$ cat config.mk
export PLATFORM = sky130hd
export DESIGN_NAME = mult_seq_via8
export DESIGN_NICKNAME = d
export VERILOG_FILES = /design/src/rtl/mult_seq_via8.sv
export SDC_FILE = /design/constraint.sdc
export NUM_CORES = 1
export LEC_CHECK = 0
export CORE_MARGIN = 2
export CORE_UTILIZATION = 39
export CTS_CLUSTER_DIAMETER = 30
export CTS_CLUSTER_SIZE = 12
export DETAILED_ROUTE_END_ITERATION = 16
export PLACE_DENSITY = 0.65
export RECOVER_POWER = 50
export SETUP_SLACK_MARGIN = 0.02
export SLEW_MARGIN = 20
export SYNTH_ARGS = -nofsm -noshare
export SYNTH_HDL_FRONTEND = slang
export SYNTH_SLANG_ARGS = --single-unit
$ cat constraint.sdc
create_clock -name i_clk -period 10.3 [get_ports i_clk]
set_input_delay 2.06 -clock i_clk [delete_from_list [all_inputs] [get_ports i_clk]]
set_output_delay 2.06 -clock i_clk [all_outputs]
set_load 0.01 [all_outputs]
$ cat src/rtl/mult_seq_via8.sv
// mult_seq_via8: time-multiplexed WIDTH x WIDTH multiplier built around one 8x8 signed core.
// Operands are split into 7-bit digits. All digits are non-negative except the top one,
// which is a signed 8-bit digit. Each clock forms one digit-pair partial product and adds
// it, shifted into place, to a 2*EW-bit accumulator.
module mult_seq_via8 #(
    parameter int unsigned WIDTH = 16
) (
    input  logic                 i_clk,
    input  logic                 i_rst_n,
    input  logic                 i_valid,
    output logic                 o_ready,
    input  logic                 i_signed,
    input  logic [WIDTH-1:0]     i_a,
    input  logic [WIDTH-1:0]     i_b,
    output logic                 o_valid,
    input  logic                 i_ready,
    output logic [2*WIDTH-1:0]   o_z,
    output logic                 o_busy
);

    localparam int unsigned NDIG = (WIDTH + 6) / 7;
    localparam int unsigned EW   = 7 * NDIG + 1;
    localparam int unsigned AW   = 2 * EW;
    localparam int unsigned CW   = $clog2(NDIG) + 1;
    localparam logic [CW-1:0] LAST = CW'(NDIG - 1);

    localparam logic [1:0] ST_IDLE    = 2'd0;
    localparam logic [1:0] ST_COMPUTE = 2'd1;
    localparam logic [1:0] ST_DONE    = 2'd2;

    logic [1:0]         state_q, state_d;
    logic [EW-1:0]      a_q, a_d, b_q, b_d;
    logic [AW-1:0]      acc_q, acc_d;
    logic [CW-1:0]      ja_q, ja_d, jb_q, jb_d;
    logic [2*WIDTH-1:0] z_q, z_d;

    logic [7:0]         da_raw, db_raw, da, db;
    logic signed [15:0] pp;
    logic [AW-1:0]      pp_ext, pp_sh, acc_sum;
    int unsigned        ia, ib;
    logic               sa, sb;

    // Digit selection and one shifted partial product for the current (ja, jb) pair
    always_comb begin
        ia      = int'(ja_q);
        ib      = int'(jb_q);
        da_raw  = a_q[7*ia +: 8];
        db_raw  = b_q[7*ib +: 8];
        // Lower digits are 7-bit magnitudes; only the top digit carries the sign
        da      = (ja_q == LAST) ? da_raw : {1'b0, da_raw[6:0]};
        db      = (jb_q == LAST) ? db_raw : {1'b0, db_raw[6:0]};
        pp      = $signed(da) * $signed(db);
        pp_ext  = {{(AW-16){pp[15]}}, pp};
        pp_sh   = pp_ext << (7 * (ia + ib));
        acc_sum = acc_q + pp_sh;
    end

    // Next-state logic: accept in IDLE, iterate digit pairs in COMPUTE, hold in DONE
    always_comb begin
        state_d = state_q;
        a_d     = a_q;
        b_d     = b_q;
        acc_d   = acc_q;
        ja_d    = ja_q;
        jb_d    = jb_q;
        z_d     = z_q;
        sa      = i_signed & i_a[WIDTH-1];
        sb      = i_signed & i_b[WIDTH-1];
        case (state_q)
            ST_IDLE: begin
                if (i_valid) begin
                    a_d     = {{(EW-WIDTH){sa}}, i_a};
                    b_d     = {{(EW-WIDTH){sb}}, i_b};
                    acc_d   = '0;
                    ja_d    = '0;
                    jb_d    = '0;
                    state_d = ST_COMPUTE;
                end
            end
            ST_COMPUTE: begin
                acc_d = acc_sum;
                if (jb_q == LAST) begin
                    jb_d = '0;
                    if (ja_q == LAST) begin
                        ja_d    = '0;
                        z_d     = acc_sum[2*WIDTH-1:0];
                        state_d = ST_DONE;
                    end else begin
                        ja_d = ja_q + CW'(1);
                    end
                end else begin
                    jb_d = jb_q + CW'(1);
                end
            end
            ST_DONE: begin
                if (i_ready) begin
                    state_d = ST_IDLE;
                end
            end
            default: state_d = ST_IDLE;
        endcase
    end

    // State registers; reset discards any in-flight product
    always_ff @(posedge i_clk or negedge i_rst_n) begin
        if (!i_rst_n) begin
            state_q <= ST_IDLE;
            a_q     <= '0;
            b_q     <= '0;
            acc_q   <= '0;
            ja_q    <= '0;
            jb_q    <= '0;
            z_q     <= '0;
        end else begin
            state_q <= state_d;
            a_q     <= a_d;
            b_q     <= b_d;
            acc_q   <= acc_d;
            ja_q    <= ja_d;
            jb_q    <= jb_d;
            z_q     <= z_d;
        end
    end

    assign o_ready = (state_q == ST_IDLE);
    assign o_valid = (state_q == ST_DONE);
    assign o_busy  = (state_q != ST_IDLE);
    assign o_z     = z_q;

endmodule

==> flow_metrics.py <==
metrics = {
    "sta": {
        "final-setup-viol-count": 0,
        "final.setup_skew_ps": 14.22,
        "slew_headroom_pct": -137.0,
        "hold_viol": 0,
        "maxSlewViolCount": 181,
        "fin_ws_ps": 422.3,
        "fin_crit_sh_pct": 95.90,
        "tightestPinTransition_ps": 3555,
        "finalCriticalPeriod_ps": 9878,
        "max_freq_mhz": 101.2,
    },
    "clock_network": {
        "clkLatencyLatePin_ps": 370,
        "cts-htree-levels": 3,
        "cts_buffers": 9,
        "cts_tree": "built",
        "clk_pin_slew_worst_paths_ps": 80,
        "clk_path_buf_depth": 2,
        "cts.sinks": 106,
        "cts_root_buffer": "clkbuf_16",
    },
    "final_layout": {
        "final_cell_area_sq_um": 13450,
        "nFillCells": 2812,
        "layout-drive-gt1-share_pct": 16.38,
        "final_common_cell": "nor2_1",
        "syn_to_final_growth_pct": 18.26,
        "regArea_sq_um": 2653,
        "multi_input_area_sq_um": 8185,
        "num_antenna_cells": 0,
        "layout_common_cells": "nor2_1 (141), inv_1 (120), nand2_1 (118)",
        "final_util_pct": 46.87,
        "nets": 1609,
    },
    "min_path": {
        "min_path_type": "reg2reg",
        "min_delay_worst_endpoint": "o_z[29]",
        "worstHoldStart": "o_z[29]",
        "hold_depth": 2,
    },
    "grt": {
        "antenna_found_initial": 0,
        "grt_max_degree": 72,
        "grt_pass1_vias": 9482,
        "grt_pass1_wl_um": 47220,
        "globalRouteOverflowTotal": 0,
        "grtUsageTotal_pct": 18.64,
    },
    "floorplan": {
        "num_rows": 62,
        "fp.dieW_um": 174.8,
        "initial_core_util_pct": 39.64,
        "coreArea_sq_um": 28700,
        "io_pins": 72,
        "die_h_um": 174.8,
        "die_area_sq_um": 30560,
    },
    "worst_setup_path": {
        "rr_startpoint": "jb_q[0]",
        "endpoint_kind": "register",
        "r2r-end": "acc_q[31]",
        "cp.arrival_ps": 10160,
        "cpPeakStageDelay_ps": 630,
        "slowest_stage": "fa_2",
        "required_ps": 10580,
        "cp_top_family": "adder cells",
        "crit_path_start_kind": "register",
        "reg2reg_slack_ps": 420,
        "crit_top_cell": "fa_1",
        "path_buf_inv": 7,
        "crit_type": "reg2reg",
        "critPathMaxFanout": 8,
        "rr_worst_depth": 41,
    },
    "synth": {
        "synthFlopType": "dfrtp_1",
        "synth_top_area_share_pct": 23.31,
        "synth_area_leader_cell": "dfrtp_1",
        "synth_area_sq_um": 11380,
        "ys_seq_area_share_pct": 23.31,
        "syn_nets": 1508,
        "ys_seq_elements": 106,
        "synth_area_per_cell_sq_um": 8.600,
        "syn_inst": 1323,
        "ys_warn_count": 0,
        "async_flop_share_pct": 100.0,
        "synth_cell_types": 68,
        "synth-edff-count": 0,
        "synth_top_cells_by_area": "dfrtp_1 (23%), fa_1 (12%), ha_1 (8.8%)",
    },
    "routing": {
        "drc": 0,
        "dr.pass1.iters": 6,
        "wire_per_inst_um": 15.50,
        "antenna_left": 0,
        "viasPerCell": 5.325,
        "num_vias": 9654,
        "drt-total-wl_um": 28100,
        "drt_first_iter_violations": 695,
    },
    "placement": {
        "port_buffers": 71,
        "placed_cell_area_sq_um": 12830,
        "pre_cts_ws_ps": -182.7,
        "place_congestion": 0.9156,
        "place_hpwl_um": 21930,
    },
    "status": {
        "violations": "capacitance limit, slew limit",
        "status": "complete, but fails checks",
    },
    "flow_run": {
        "drv_cap": 3,
    },
}
==> worst register-to-register path, delay by kind of cell, from the launching register on <==
kind	cells	cell delay, ps
buf+inv	7	580
mux	2	460
flops	1	370
compound gates	17	3230
simple gates	4	880
fa+ha+maj	9	3980
xor+xnor	2	310
==> stage by stage <==
step	cells	TNS, ps	hold slack [ps]
final	1813	0	479.5
after detailed placement	1783	-1020	470.2
after CTS	1800	0	488.4
after global placement	1783	-31.14	467.3
after floorplan	1323	0	471.2
after global routing	1813	-111.3	515.8
==> kinds of logic after synthesis <==
logic type	count (synthesis)	synth area share [%]
and+or+nand+nor	397	15.46
DFF	106	23.31
adders and majority gates	148	20.76
muxes	94	11.21
AOI/OAI and AO/OA	335	18.84
xor gates and xnor gates	52	4.003
buffers and inverters	191	6.411
==> routing by layer <==
| metal | global-route usage, % | routed length [um] | vias to the layer above | share of wire [%] |
|---|---|---|---|---|
| li1 | - | - | 4796 | - |
| met3 | 2.067 | 1235 | 24 | 4.4 |
| met5 | 0 | 0 | - | 0 |
| met4 | 5.243 | 465 | 0 | 1.7 |
| met1 | 27.37 | 13890 | 4604 | 49 |
| met2 | 29.08 | 12510 | 230 | 45 |
==> how the worst max path moves through the flow <==
stage,startpoint,end,slack [ps],depth (start not counted)
floorplan,jb_q[0],o_z[31],100,42
global placement,jb_q[0],o_z[30],-30,40
detailed placement,jb_q[0],o_z[30],-180,39
CTS,jb_q[0],o_z[30],40,42
global route,jb_q[0],acc_q[31],-60,42
finish,jb_q[0],acc_q[31],420,41
==> Yosys cell counts (5+ instances only) <==
cell type and number:
fa_1 68, ha_1 80, clkbuf_1 48, buf_1 5, nand2b_1 10, o21ai_0 112, mux4_2 22, mux2i_1 25
nor2_1 144, nand3_1 47, nand2_1 122, xor2_1 23, dfrtp_1 106, nor2b_1 16, o21a_1 12, o211ai_1 9
inv_1 123, a211oi_1 22, o22ai_1 6, o31ai_1 5, a31oi_1 13, xnor2_1 29, or2_2 8, buf_2 10
a21o_1 21, a21oi_1 75, o21ai_1 10, and2_1 14, nor3_1 16, and3_1 6, mux2_2 47
==> repair_timing <==
item                       4_1_cts  5_1_grt
setup buffers                    1       13
gates resized for setup          6       53
hold buffers                     0        0
pin swaps                        1       29
setup endpoints to repair       12       28
==> sequential cells by signal (all words and copies together) (netlist names) <==
signal and cells:
acc_q 32, o_z 32, a_q 17, b_q 17, ja_q 3, jb_q 3, state_q 2
==> area by class of cell <==
class / count / share of cell area (%)
clock inverter: 6 / 0.7161
sequential: 106 / 19.72
clock buffer: 10 / 1.776
multi-input combinational: 1026 / 60.84
inverter: 128 / 3.571
tap: 384 / 3.571
timing repair buffer: 153 / 9.811
Power is not shown: default switching activity piles up to over one toggle a cycle in this logic, so the estimate is an artifact.
